[src/rtl/instr_fetch_pkg.sv]
// -----------------------------------------------------------------------------
// instr_fetch_pkg
// Shared definitions for the instruction-fetch stage:
//   - fetch_state_e : FSM encoding (IDLE / RUN / HALT)
//   - IMW_DEF       : default instruction-memory address width (matches PC width)
//   - IW_DEF        : default instruction width (matches register-file width)
//   - HALT_OP       : opcode that stops fetching when INSTR_FETCH_HALT_EN is set
// -----------------------------------------------------------------------------
package instr_fetch_pkg;

  localparam int unsigned IMW_DEF = 4;
  localparam int unsigned IW_DEF  = 32;

  // The HALT opcode is the all-ones word.
  localparam logic [IW_DEF-1:0] HALT_OP = {IW_DEF{1'b1}};

  typedef enum logic [1:0] {
    ST_IDLE = 2'b00,
    ST_RUN  = 2'b01,
    ST_HALT = 2'b10
  } fetch_state_e;

endpackage : instr_fetch_pkg

[src/rtl/instr_fetch_if.sv]
// -----------------------------------------------------------------------------
// instr_fetch_if
// Bus bundle between the PC, the fetch stage and decode.
//   PC side     : pc_valid, pc_in (to fetch), pc_ready (from fetch)
//   Redirect    : flush (to fetch)
//   Decode side : out_ready (to fetch), out_valid, instr_out, pc_out (from fetch)
// Modports:
//   master : the surrounding pipeline (PC + decode) that drives fetch
//   slave  : the fetch stage itself
// -----------------------------------------------------------------------------
interface instr_fetch_if
  import instr_fetch_pkg::*;
#(
  parameter int unsigned IMW = IMW_DEF,
  parameter int unsigned IW  = IW_DEF
) ();

  logic           pc_valid;
  logic [IMW-1:0] pc_in;
  logic           pc_ready;
  logic           flush;
  logic           out_ready;
  logic           out_valid;
  logic [IW-1:0]  instr_out;
  logic [IMW-1:0] pc_out;

  modport master (
    output pc_valid, pc_in, flush, out_ready,
    input  pc_ready, out_valid, instr_out, pc_out
  );

  modport slave (
    input  pc_valid, pc_in, flush, out_ready,
    output pc_ready, out_valid, instr_out, pc_out
  );

endinterface : instr_fetch_if

[src/rtl/instr_fetch_mem.sv]
// -----------------------------------------------------------------------------
// instr_mem
// Instruction memory: 2^AW words of DW bits, one write port, synchronous read.
// Contents are not reset, so a program survives a restart of the fetch stage.
// Ports:
//   clk   in  clock
//   we    in  write strobe
//   waddr in  write word address
//   wdata in  write data
//   raddr in  read word address (registered read)
//   rdata out word at raddr as sampled on the previous clock edge
// -----------------------------------------------------------------------------
module instr_mem
  import instr_fetch_pkg::*;
#(
  parameter int unsigned AW = IMW_DEF,
  parameter int unsigned DW = IW_DEF
) (
  input  logic          clk,
  input  logic          we,
  input  logic [AW-1:0] waddr,
  input  logic [DW-1:0] wdata,
  input  logic [AW-1:0] raddr,
  output logic [DW-1:0] rdata
);

  logic [DW-1:0] mem_r [0:(1<<AW)-1];

  // Program-load write port.
  always_ff @(posedge clk) begin
    if (we) begin
      mem_r[waddr] <= wdata;
    end
  end

  // Registered read port.
  always_ff @(posedge clk) begin
    rdata <= mem_r[raddr];
  end

endmodule : instr_mem

[src/rtl/instr_fetch.sv]
// -----------------------------------------------------------------------------
// instr_fetch
// Instruction-fetch stage. Accepts fetch addresses from the PC, reads the local
// instruction memory and hands (instr, pc) pairs to decode through a two-stage
// pipeline (S1 = memory read in flight, S2 = output register) with full
// backpressure and flush. Also owns the program-load path, active only in IDLE.
//
// Ports:
//   clk        in   rising-edge clock
//   start      in   synchronous active-high reset (memory is not cleared)
//   run        in   pulse: IDLE -> RUN
//   load_en    in   program-load write strobe, honoured only in IDLE
//   load_addr  in   program-load word address
//   load_data  in   program-load word
//   bus        slave modport of instr_fetch_if (PC handshake, flush, decode side)
//   halted     out  fetch stopped on the HALT opcode
//
// Configuration macro: INSTR_FETCH_HALT_EN
//   defined   : an all-ones word moving S1->S2 is delivered, then fetch halts
//               until start.
//   undefined : no halting; all-ones is ordinary data and halted stays 0.
// -----------------------------------------------------------------------------
module instr_fetch
  import instr_fetch_pkg::*;
#(
  parameter int unsigned IMW = IMW_DEF,
  parameter int unsigned IW  = IW_DEF
) (
  input  logic           clk,
  input  logic           start,
  input  logic           run,
  input  logic           load_en,
  input  logic [IMW-1:0] load_addr,
  input  logic [IW-1:0]  load_data,
  instr_fetch_if.slave   bus,
  output logic           halted
);

  fetch_state_e   state_r;
  fetch_state_e   state_next_s;

  logic           v1_r;
  logic [IMW-1:0] pc1_r;
  logic           v2_r;
  logic [IMW-1:0] pc2_r;
  logic [IW-1:0]  instr2_r;
  logic           halted_r;

  logic           adv1_s;
  logic           adv2_s;
  logic           pc_ready_s;
  logic           accept_s;
  logic           s1_to_s2_s;
  logic           halt_hit_s;
  logic           mem_we_s;
  logic [IMW-1:0] mem_raddr_s;
  logic [IW-1:0]  mem_rdata_s;

  // Pipeline advance terms, PC handshake and memory port control.
  always_comb begin
    adv2_s      = ~v2_r | bus.out_ready;
    adv1_s      = ~v1_r | adv2_s;
    pc_ready_s  = (state_r == ST_RUN) & adv1_s & ~bus.flush;
    accept_s    = bus.pc_valid & pc_ready_s;
    s1_to_s2_s  = v1_r & adv2_s;
    // Re-reading pc1 while S1 is stalled keeps the registered read data stable.
    mem_raddr_s = accept_s ? bus.pc_in : pc1_r;
    mem_we_s    = (state_r == ST_IDLE) & load_en & ~start;
  end

`ifdef INSTR_FETCH_HALT_EN
  // HALT opcode leaving S1 stops fetching; a same-cycle flush discards it instead.
  always_comb begin
    halt_hit_s = s1_to_s2_s & ~bus.flush & (mem_rdata_s == IW'(HALT_OP));
  end
`else
  assign halt_hit_s = 1'b0;
`endif

  // Next-state selection for the IDLE/RUN/HALT controller.
  always_comb begin
    state_next_s = state_r;
    case (state_r)
      ST_IDLE: begin
        if (run) begin
          state_next_s = ST_RUN;
        end else begin
          state_next_s = ST_IDLE;
        end
      end
      ST_RUN: begin
        if (halt_hit_s) begin
          state_next_s = ST_HALT;
        end else begin
          state_next_s = ST_RUN;
        end
      end
      ST_HALT: begin
        state_next_s = ST_HALT;
      end
      default: begin
        state_next_s = ST_IDLE;
      end
    endcase
  end

  // Controller state register and registered halted flag.
  always_ff @(posedge clk) begin
    if (start) begin
      state_r  <= ST_IDLE;
      halted_r <= 1'b0;
    end else begin
      state_r  <= state_next_s;
      halted_r <= (state_next_s == ST_HALT);
    end
  end

  // S1/S2 pipeline registers.
  always_ff @(posedge clk) begin
    if (start) begin
      v1_r     <= 1'b0;
      pc1_r    <= {IMW{1'b0}};
      v2_r     <= 1'b0;
      pc2_r    <= {IMW{1'b0}};
      instr2_r <= {IW{1'b0}};
    end else if (bus.flush) begin
      // Flush wins over out_ready: whatever sits in S2 is dropped.
      v1_r <= 1'b0;
      v2_r <= 1'b0;
    end else begin
      if (adv2_s) begin
        v2_r <= v1_r;
        if (v1_r) begin
          instr2_r <= mem_rdata_s;
          pc2_r    <= pc1_r;
        end
      end
      if (accept_s) begin
        pc1_r <= bus.pc_in;
      end
      // A halt clears S1 even if an address was handshaken in the same cycle.
      if (halt_hit_s) begin
        v1_r <= 1'b0;
      end else if (accept_s) begin
        v1_r <= 1'b1;
      end else if (s1_to_s2_s) begin
        v1_r <= 1'b0;
      end
    end
  end

  instr_mem #(
    .AW (IMW),
    .DW (IW)
  ) u_instr_mem (
    .clk   (clk),
    .we    (mem_we_s),
    .waddr (load_addr),
    .wdata (load_data),
    .raddr (mem_raddr_s),
    .rdata (mem_rdata_s)
  );

  assign bus.pc_ready  = pc_ready_s;
  assign bus.out_valid = v2_r;
  assign bus.instr_out = instr2_r;
  assign bus.pc_out    = pc2_r;
  assign halted        = halted_r;

endmodule : instr_fetch

[src/flat_wrapper.sv]
// flat-port wrapper written by rule: the top's interface ports become plain ports
module instr_fetch_flat import instr_fetch_pkg::*;
#(
  parameter int unsigned IMW = IMW_DEF,
  parameter int unsigned IW  = IW_DEF
)
  (clk, start, run, load_en, load_addr, load_data, halted, bus_pc_valid, bus_pc_in, bus_flush, bus_out_ready, bus_pc_ready, bus_out_valid, bus_instr_out, bus_pc_out);
  instr_fetch_if #(.IMW(IMW), .IW(IW)) bus_i ();
  input  logic clk;
  input  logic start;
  input  logic run;
  input  logic load_en;
  input  logic [IMW-1:0] load_addr;
  input  logic [IW-1:0] load_data;
  output logic halted;
  input wire logic [$bits(bus_i.pc_valid)-1:0] bus_pc_valid;
  input wire logic [$bits(bus_i.pc_in)-1:0] bus_pc_in;
  input wire logic [$bits(bus_i.flush)-1:0] bus_flush;
  input wire logic [$bits(bus_i.out_ready)-1:0] bus_out_ready;
  output wire logic [$bits(bus_i.pc_ready)-1:0] bus_pc_ready;
  output wire logic [$bits(bus_i.out_valid)-1:0] bus_out_valid;
  output wire logic [$bits(bus_i.instr_out)-1:0] bus_instr_out;
  output wire logic [$bits(bus_i.pc_out)-1:0] bus_pc_out;
  assign bus_i.pc_valid = bus_pc_valid;
  assign bus_i.pc_in = bus_pc_in;
  assign bus_i.flush = bus_flush;
  assign bus_i.out_ready = bus_out_ready;
  assign bus_pc_ready = bus_i.pc_ready;
  assign bus_out_valid = bus_i.out_valid;
  assign bus_instr_out = bus_i.instr_out;
  assign bus_pc_out = bus_i.pc_out;
  instr_fetch #(.IMW(IMW), .IW(IW)) u_core (.clk(clk), .start(start), .run(run), .load_en(load_en), .load_addr(load_addr), .load_data(load_data), .bus(bus_i), .halted(halted));
endmodule
[config.mk]
export PLATFORM = sky130hd
export DESIGN_NAME = instr_fetch_flat
export DESIGN_NICKNAME = d
export VERILOG_FILES = /design/src/rtl/instr_fetch_pkg.sv /design/src/rtl/instr_fetch_if.sv /design/src/rtl/instr_fetch_mem.sv /design/src/rtl/instr_fetch.sv /design/src/flat_wrapper.sv
export SDC_FILE = /design/constraint.sdc
export NUM_CORES = 1
export LEC_CHECK = 0
export ABC_AREA = 0
export CORE_MARGIN = 2
export CORE_UTILIZATION = 60
export CTS_BUF_LIST = sky130_fd_sc_hd__clkbuf_4 sky130_fd_sc_hd__clkbuf_8
export DETAILED_ROUTE_END_ITERATION = 6
export PLACE_DENSITY = 0.87
export SETUP_SLACK_MARGIN = 0.4
export SYNTH_ARGS = -nofsm -noshare
export SYNTH_HDL_FRONTEND = slang
export SYNTH_SLANG_ARGS = --single-unit
[constraint.sdc]
create_clock -name clk -period 5.9 [get_ports clk]
set_input_delay 1.18 -clock clk [delete_from_list [all_inputs] [get_ports clk]]
set_output_delay 1.18 -clock clk [all_outputs]
set_load 0.05 [all_outputs]
Yosys cells after proc, flatten, opt, wreduce, memory -nomap -nowiden:

Memory sizes are Yosys's and may differ from the RTL's. A register that Yosys moved wholly into a read port is not among the register bits.
Cells that the tools add are included.

* flip-flop bits (word level): 45
* memory bits (writable): 512
* input bits: 47
* output and inout port bits: 39
* memories kept: 1

Memories
* u_core.u_instr_mem.mem_r: depth 16, width 32, rd ports 1, clocked after memory_dff 1, write ports 1, RTL line instr_fetch_mem.sv:27 `logic [DW-1:0] mem_r [0:(1<<AW)-1];`

* equality and inequality tests: 3
* multiplexer cells: 7
* bitwise logic cells: 12
* reduce and logical (&&, ||, !) cells: 4

Operators by type and width (count)
* 1-bit AND: 6
* 2-bit one-hot mux with 3 select lines: 1
* 1-bit two-way mux: 5
* 2-bit equality test, second input constant: 2
* 4-bit two-way mux: 1
* 1-bit inverter: 4
* 3-bit AND reduction: 1
* 2-bit by 1-bit equality test with 1-bit output, second input constant: 1
* 2-bit logical NOT: 1
* 1-bit OR: 2
* 2-bit nonzero test: 1
* 2-bit OR reduction: 1

Depth between registers and ports, before layout:

Gate-level depths: netlist (run 1).

* depth after elaboration: 7
* depth in mapped cells: 10
* mapped depth without buffers: 6

Modules after synthesis:

A second synthesis (run 1) with hierarchy kept.

* cell total of the unflattened synthesis: 1045
* area total of the unflattened synthesis: 21678.3 sq um

By module, submodules not included
* instr_mem: instances 1, cells each 838, area an instance 19854.0 sq um, seq. area each 16015.4 sq um
* instr_fetch: instances 1, cells each 207, area an instance 1824.2 sq um, seq. area each 900.9 sq um

Worst setup path before layout (run 1):

OpenSTA, ideal clock, no wires.

* kind: input port to flip-flop
* start: input port start
* end: memory u_core.u_instr_mem.mem_r[0][0] in the netlist's numbering (enable)
* setup time: 0.461 ns
* arrival time: 4.589 ns
* required time: 5.439 ns
* path slack: 0.850 ns
* stages: 4
* cell sequence: clkbuf_1 > or4b_2 > or3_1 > nor3_1

* longest elaborated chain between the ends: 4

Ends and longest elaborated chain
* from (decl): RTL line flat_wrapper.sv:10 `input logic start;`
* 1-bit inverter: RTL line instr_fetch.sv:68 `mem_we_s = (state_r == ST_IDLE) & load_en & ~start;`
* 1-bit AND: RTL line instr_fetch.sv:68
* 1-bit two-way mux: RTL line instr_fetch_mem.sv:31 `if (we) begin`
* 1-bit two-way mux (not written as such): RTL line instr_fetch_mem.sv:32 `mem_r[waddr] <= wdata;`
* to (decl): RTL line instr_fetch_mem.sv:27

Every way passes these cells.

Worst setup path in the final report (run 1):

* start: input port bus_out_ready
* end: output port bus_pc_ready

* longest elaborated chain between the ends: 4

Ends and longest elaborated chain
* from (decl): RTL line flat_wrapper.sv:19 `input wire logic [$bits(bus_i.out_ready)-1:0] bus_out_ready;`
* 1-bit OR: RTL line instr_fetch.sv:61 `adv2_s = ~v2_r | bus.out_ready;`
* 1-bit OR: RTL line instr_fetch.sv:62 `adv1_s = ~v1_r | adv2_s;`
* 1-bit AND (2 in a row): RTL line instr_fetch.sv:63 `pc_ready_s = (state_r == ST_RUN) & adv1_s & ~bus.flush;`
* to (decl): RTL line flat_wrapper.sv:20 `output wire logic [$bits(bus_i.pc_ready)-1:0] bus_pc_ready;`

Every way passes these cells.

==> results by group, run 1 <==
Die
  • Initial Util: 61.1%
  • Core ar.: 0.0421 sq mm
  • Top Ports: 86
  • Die area: 0.0446 sq mm
  • FP Rows: 75
  • Die Ht: 211 microns
  • Chip width: 211 microns

Yosys
  • Ys async rst share: 0%
  • Post-Syn Area: 0.0257 sq mm
  • Register area share after synthesis: 65.6%
  • Area share of the largest cell type after synthesis: 59.7%
  • Ys Warns: 0
  • Top cells by area, synth: edfxtp_1 (60%), dfxtp_1 (5.9%), a21oi_1 (4.3%)
  • #FFs+latches synth: 588
  • Synth Net Count: 2,156
  • Main synth FF type: edfxtp_1
  • Post-synth EDFFs: 512
  • Library cells used by synthesis: 60
  • Syn Inst Count: 2,109
  • Synth area leader: edfxtp_1
  • Mean area per synthesized cell: 12.2 sq um

Flow run
  • Max-cap viol count: 0

Layout
  • Final std cells w/o fill: 2,780
  • Share of layout cells above drive strength 1: 11.1%
  • Area grow syn2layout: 12.6%
  • Fill cells: 2,626
  • Reg area: 0.0169 sq mm
  • Multi-input combinational cell area: 0.00800 sq mm
  • Nets: 2,211

Pwr
  • P_int: 0.00671 W
  • Net Sw Power: 0.00196 W
  • Comb pwr share: 5.9%
  • Clk pwr share: 40.9%
  • P per Cell Area: 299 mW/mm^2
  • Part of the power in registers: 53.2%
  • VDD IR max: 0.000170 V
  • Leak Pwr: 10.1 nW
  • Sw Ratio: 22.6%

Worst setup path
  • Worst Path Required: 4.72 ns
  • Most frequent CP cell: clkdlybuf4s50_1
  • Arrival @ worst endpoint: 3.06 ns
  • Startpoint Class: input port
  • Critical Path Fanout Max: 4
  • CP max stage cell: clkdlybuf4s50_1
  • Crit path largest cell delay: 0.86 ns
  • Endpoint class of the critical path: output pin
  • Crit path kind: in -> out
  • Crit path cell chain: clkdlybuf4s50_1, and3b_1, nor4b_1, clkdlybuf4s50_1

Clock network
  • CTS root buffer: clkbuf_8
  • Postcts setup bufs: 0
  • Skew-Pair Late Insertion Delay: 0.66 ns
  • CTS tree: yes
  • PostCTS Resize Cnt: 0
  • Cts hold-fix bufs: 0
  • Clock transition at path regs: 0.06 ns
  • H-Tree Depth: 3
  • CTS sink cnt: 588
  • CTS Buffer Depth: 3
  • Number of buffers created by CTS: 92

GRT
  • Vias in the first global route: 18,700
  • Number of antenna violations at the first check in global routing: 5
  • Total track usage: 31.7%
  • Total gr overflow: 0
  • Largest net degree at the start of global routing: 123
  • First-pass GRT wire length: 107,000 microns

Detailed routing
  • Total Routed Length: 70,400 microns
  • Pre-antenna DRT Iters: 6
  • DR iter-0 viols: 2,867
  • Post-route ant nets: 0
  • Avg WL per Cell: 25.3 microns
  • Routed vias: 19,100
  • DR DRC count: 0
  • Vias per std cell: 6.86

STA
  • Worst-Margin Slew: 1.27 ns
  • Final TNS setup: 0 ns
  • Endpoints failing setup: 0
  • Final Slew Violations: 0
  • Slew headroom: 15.4%
  • Setup WS post-layout: 1.66 ns
  • RSZ-0062 raised after global routing: false
  • Fin Hold WS: 0.442 ns
  • Fin Clk Skew: 0.0269 ns
  • Fin crit share: 71.9%
  • Final Hold Fails: 0
  • Final critical-path required period: 4.24 ns
  • Max Freq: 0.236 GHz

Placed design
  • Placed Cells: 2,609
  • Place WS: 1.32 ns
  • Global placement routability congestion: 0.838
  • Number of port buffers: 85
  • HPWL Detailed: 39,700 microns

Worst hold path
  • Hold WC Path Type: reg -> reg

Outcome
  • Outcome: finished clean
-- flip-flops by register name, indices dropped and copies added (netlist names) --
register	flops
u_core.bus.pc_out	4
u_core.u_instr_mem.rdata	32
u_core.halted	1
u_core.state_r	1
u_core.bus.instr_out	32
u_core.bus.out_valid	1
u_core.v1_r	1
u_core.pc1_r	4
u_core.u_instr_mem.mem_r	512
-- synth_stat cells (2+ instances only) --
master	instances
or3_1	11
nand2b_1	84
nor4_1	40
a21boi_0	24
edfxtp_1	512
or3b_1	6
nor2b_1	14
o21ai_0	66
o21a_1	2
nand3b_1	3
a211oi_1	72
and3_1	31
a211o_1	20
nor3b_1	2
nor2_1	41
buf_8	2
dfxtp_1	76
o311ai_0	5
a21o_1	64
mux2i_1	64
a311oi_1	40
o311ai_1	19
buf_2	22
clkbuf_1	122
o211ai_1	22
a221oi_1	19
or3b_2	9
a31oi_1	20
buf_4	8
a221o_1	11
nand2_1	268
o21ai_1	3
nor3_1	6
inv_1	68
buf_6	6
a21oi_1	222
o2111ai_1	24
a31o_1	10
buf_1	8
nand3_1	43
-- kinds of logic after synthesis --
logic type / count (synthesis) / synth area share, %
AND/OR/NAND/NOR: 569 / 11.0
flip-flops: 588 / 65.6
buffers and inverters: 238 / 4.02
AO/OA/AOI/OAI: 649 / 16.8
multiplexers: 65 / 2.53
-- layout by cell type, fill, tap and decap left out, types with 24 or more instances in the layout --
master	netlist	final
a211oi_1	72	72
inv_1	68	67
o2111ai_1	24	24
o21ai_0	66	65
buf_4	8	42
a21boi_0	24	24
nor4_1	40	40
dfxtp_1	76	74
a21oi_1	222	222
a21o_1	64	64
nand2b_1	84	84
clkbuf_4	0	42
clkdlybuf4s50_1	0	83
a311oi_1	40	40
nand3_1	43	43
edfxtp_1	512	512
clkbuf_8	0	102
mux2i_1	64	63
and3_1	31	31
nor2_1	41	29
nand2_1	268	267
-- power groups by stage --
stage | Clock (W) | Combinational, W | Sequential [W]
after global routing | 0.00374 | 0.000540 | 0.00461
final | 0.00355 | 0.000509 | 0.00461
after global placement | 0 | 0.000463 | 0.00469
after floorplan | 0 | 0.000303 | 0.00467
after CTS | 0.00355 | 0.000493 | 0.00461
after detailed placement | 0 | 0.000490 | 0.00469
-- routing by layer --
| metal | part of all wire [%] | GRT usage [%] |
|---|---|---|
| met5 | 0.054 | 0 |
| met4 | 4.3 | 15.0 |
| met3 | 15 | 9.29 |
| met1 | 35 | 40.5 |
| met2 | 46 | 50.1 |
-- per-stage QoR --
stage | util, % | total power (W) | instance area [sq um]
after global placement | 64.2 | 0.00515 | 27100
after detailed placement | 64.2 | 0.00518 | 27100
after global routing | 68.8 | 0.00889 | 29000
after floorplan | - | 0.00497 | 25700
final | 68.8 | 0.00867 | 29000
after CTS | 68.8 | 0.00865 | 29000
-- area by class of cell --
cell class / instances / share of cell area [%]
clock inverters: 25 / 0.643
well taps: 539 / 2.33
multi-input cells: 1283 / 27.6
flip-flops and latches: 588 / 58.3
inverters: 69 / 0.898
diodes: 2 / 0.0173
repair buffers: 130 / 4.25
clock buffers: 144 / 5.93
-- worst max-delay path: cells and delay by family --
kind | cells | cell delay [ns]
and+or+nand+nor | 2 | 0.53
buffers and inverters | 2 | 1.35
-- worst paths after layout --
| check | startpoint | end | slack (ns) | cells past startpoint |
|---|---|---|---|---|
| setup reg to reg | u_core.v1_r | u_core.u_instr_mem.rdata[2] | 2.56 | 7 |
| setup / recovery | bus_out_ready | bus_pc_ready | 1.66 | 4 |
| hold reg to reg | u_core.u_instr_mem.rdata[15] | u_core.bus.instr_out[15] | 0.44 | 2 |
| hold / removal | u_core.u_instr_mem.rdata[15] | u_core.bus.instr_out[15] | 0.44 | 2 |
No activity file was read; power rests on OpenSTA's default activity.
==> run 2, diff against run 1 <==
Settings changed: CORE_UTILIZATION 60 to 57.
Clock period 5.9 ns to 3.6 ns, I/O delays scaled along.
==> run 2 against run 1 <==
- combinational power rose by 71%
- worst hold slack improved by 0.00054 ns
- sequential power rose by 64%
- clock skew rose by 0.018 ns
- sequential share of layout area fell by 1.2 points
- count of clock-buffer cells in the layout rose by 3
- global-route usage fell by 1.6 points
- final cell count rose by 2.6%
- via count rose by 0.91%
- sequential cell count did not move
- critical path depth rose by 4
- total power rose by 64%
- critical path type is now in -> reg
- highest routed layer unchanged
==> results by group, run 2 (synthesized netlist as in run 1, its figures left out) <==
Worst setup path
  • Endpoint class of the critical path: flop (was output pin)
  • Reg2reg setup slack: 0.89 ns (was 2.56 ns)
  • Worst reg2reg path startpoint: u_core.v1_r (unchanged)
  • R2R depth: 7 (unchanged)
  • CP max stage cell: clkdlybuf4s50_1 (unchanged)
  • Delay-heaviest family, CP: simple AND/OR/NAND/NOR gates (was buffers and inverters)
  • Buf/Inv on CP: 2 (unchanged)
  • Worst reg2reg endpoint: u_core.u_instr_mem.rdata[22] (was u_core.u_instr_mem.rdata[2])
  • Crit path cell chain: clkdlybuf4s50_1, nand3b_1, nand3_4, and2_4, buf_12, mux2i_1, a221oi_1, a211o_1 (was clkdlybuf4s50_1, and3b_1, nor4b_1, clkdlybuf4s50_1)
  • Crit path largest cell delay: 0.45 ns (was 0.86 ns)
  • Arrival @ worst endpoint: 3.45 ns (was 3.06 ns)
  • Critical Path Fanout Max: 29 (was 4)
  • Startpoint Class: input port (unchanged)
  • Crit path kind: in -> reg (was in -> out)
  • Worst Path Required: 4.14 ns (was 4.72 ns)

STA
  • Worst-Margin Slew: 0.973 ns (was 1.27 ns)
  • RSZ-0062 raised after global routing: false (unchanged)
  • Final critical-path required period: 2.90 ns
  • Fin Clk Skew: 0.0451 ns (was 0.0269 ns)
  • Endpoints failing setup: 0 (unchanged)
  • Final TNS setup: 0 ns (unchanged)
  • Max Freq: 0.344 GHz
  • Final Hold Fails: 0 (unchanged)
  • Slew headroom: 35.1% (was 15.4%)
  • Fin crit share: 80.7%
  • Final Slew Violations: 0 (unchanged)

Worst hold path
  • Hold_sp: u_core.u_instr_mem.rdata[30] (was u_core.u_instr_mem.rdata[15])
  • Hold WC Path Type: reg -> reg (unchanged)
  • Hold path depth: 2 (unchanged)
  • Worst Hold Endpoint: u_core.bus.instr_out[30] (was u_core.bus.instr_out[15])

Clock network
  • Skew-Pair Late Insertion Delay: 0.69 ns (was 0.66 ns)
  • Clock transition at path regs: 0.06 ns (about the same)
  • H-Tree Depth: 3 (unchanged)
  • Postcts setup bufs: 0 (unchanged)
  • PostCTS Resize Cnt: 0 (unchanged)
  • CTS sink cnt: 588 (unchanged)
  • Cts hold-fix bufs: 0 (unchanged)
  • CTS tree: yes (unchanged)
  • CTS root buffer: clkbuf_8 (unchanged)
  • Number of buffers created by CTS: 91 (was 92)
  • CTS Buffer Depth: 3 (unchanged)

GRT
  • Largest net degree at the start of global routing: 99 (was 123)
  • Vias in the first global route: 19,100 (was 18,700)
  • Total gr overflow: 0 (unchanged)
  • M2 GR Usage: 48.1% (was 50.1%)
  • GRT busiest layer: met2 (unchanged)
  • Met3 Resource Use GR: 7.38% (was 9.29%)
  • Number of antenna violations at the first check in global routing: 2 (was 5)
  • Total track usage: 30.1% (was 31.7%)
  • First-pass GRT wire length: 108,000 microns (was 107,000 microns)
  • Met1 Usage GRT: 38.0% (was 40.5%)

Pwr
  • Leak Pwr: 10.3 nW (was 10.1 nW)
  • Clk pwr share: 40.8% (was 40.9%)
  • Part of the power in registers: 53.1% (was 53.2%)
  • P_int: 0.0110 W (was 0.00671 W)
  • P per Cell Area: 481 mW/mm^2 (was 299 mW/mm^2)
  • Net Sw Power: 0.00324 W (was 0.00196 W)
  • Sw Ratio: 22.8% (was 22.6%)
  • VDD IR max: 0.000313 V (was 0.000170 V)
  • Comb pwr share: 6.1% (was 5.9%)

Layout
  • Fill cells: 2,807 (was 2,626)
  • Nets: 2,231 (was 2,211)
  • Final Util: 66.6% (was 68.8%)
  • Area grow syn2layout: 14.9% (was 12.6%)
  • Commonest non-fill, non-tap cell in the layout: edfxtp_1 (unchanged)
  • Reg with most FFs: u_core.u_instr_mem.mem_r (unchanged)
  • Commonest cells after routing, fill and taps aside: edfxtp_1 (512), nand2_1 (267), a21oi_1 (222) (unchanged)
  • Share of layout cells above drive strength 1: 12.4% (was 11.1%)
  • Final instance area: 0.0296 sq mm (was 0.0290 sq mm)
  • Max FFs per register: 512 (unchanged)

Die
  • Core ar.: 0.0444 sq mm (was 0.0421 sq mm)
  • FP Rows: 77 (was 75)
  • Top Ports: 86 (unchanged)
  • Die area: 0.0469 sq mm (was 0.0446 sq mm)
  • Die Ht: 217 microns (was 211 microns)
  • Chip width: 217 microns (was 211 microns)
  • Initial Util: 58.0% (was 61.1%)

Flow run
  • Max-cap viol count: 0 (unchanged)

Placed design
  • Number of port buffers: 85 (unchanged)
  • HPWL Detailed: 41,000 microns (was 39,700 microns)
  • Post-placement cell area: 0.0277 sq mm (was 0.0271 sq mm)
  • Global placement routability congestion: 0.843 (was 0.838)

Detailed routing
  • DR DRC count: 0 (unchanged)
  • Routed vias: 19,200 (was 19,100)
  • Total Routed Length: 71,200 microns (was 70,400 microns)
  • Post-route ant nets: 0 (unchanged)
  • Vias per std cell: 6.75 (was 6.86)
  • Pre-antenna DRT Iters: 6 (unchanged)
  • DR iter-0 viols: 2,795 (was 2,867)
  • Avg WL per Cell: 25.0 microns (was 25.3 microns)

Outcome
  • Outcome: finished clean (unchanged)
## run 2: cell count changes in the layout (fill, tap and decap cells not counted), sizes merged
cell / change
buf: +22
clkinv: -6
clkbuf: +3
bufinv: -2
clkinvlp: +2
inv: +2
clkdlybuf4s50: -1
## run 2: worst max path at each step
stage / from / end / depth (start not counted)
after global placement: bus_out_ready / u_core.u_instr_mem.rdata[30] / 7
after detailed placement: bus_out_ready / u_core.u_instr_mem.rdata[22] / 8
after global routing: bus_out_ready / u_core.u_instr_mem.rdata[22] / 8
after floorplan: start / u_core.u_instr_mem.mem_r[7][0] / 5
final: bus_out_ready / u_core.u_instr_mem.rdata[22] / 8
after CTS: bus_out_ready / u_core.u_instr_mem.rdata[22] / 8
## run 2: metrics by stage
step           power (W)  hold WS, ns  cells  setup slack (ns)
2_1_floorplan    0.00815        0.417   2109            0.0458
3_3_place_gp     0.00847        0.423   2683             0.224
3_5_place_dp     0.00853        0.440   2683             0.138
4_1_cts           0.0142        0.442   2851             0.803
5_1_grt           0.0146        0.476   2852             0.703
6_report          0.0142        0.442   2853             0.696
## run 2: worst reg2reg max path, delay by kind of cell, from the launching register on
family	cells	cell delay, ns
mux	1	0.30
buf+inv	1	0.28
simple gates	3	1.17
flops	1	0.38
compound gates	2	0.45
## run 2: layer usage
layer	share of wire, %	routed length (microns)
met1	36	25300
met2	47	33800
met3	12	8870
met4	4.5	3230
met5	0.014	10
## run 2: layout make-up
cell class | instances | area (sq um) | share of cell area, %
clock inverter | 21 | 163 | 0.550
sequential | 588 | 16900 | 57.1
inverter | 69 | 260 | 0.880
timing repair buffer | 151 | 1720 | 5.83
tap | 592 | 741 | 2.50
multi-input combinational | 1283 | 8030 | 27.1
antenna | 2 | 5.00 | 0.0169
clock buffer | 147 | 1770 | 5.97
## run 2: power by group through the flow
stage / Sequential, W / Combinational (W) / Clock [W]
6_report: 0.00755 / 0.000870 / 0.00580
5_1_grt: 0.00755 / 0.000921 / 0.00613
4_1_cts: 0.00755 / 0.000850 / 0.00580
3_5_place_dp: 0.00769 / 0.000838 / 0
3_3_place_gp: 0.00769 / 0.000786 / 0
2_1_floorplan: 0.00765 / 0.000499 / 0
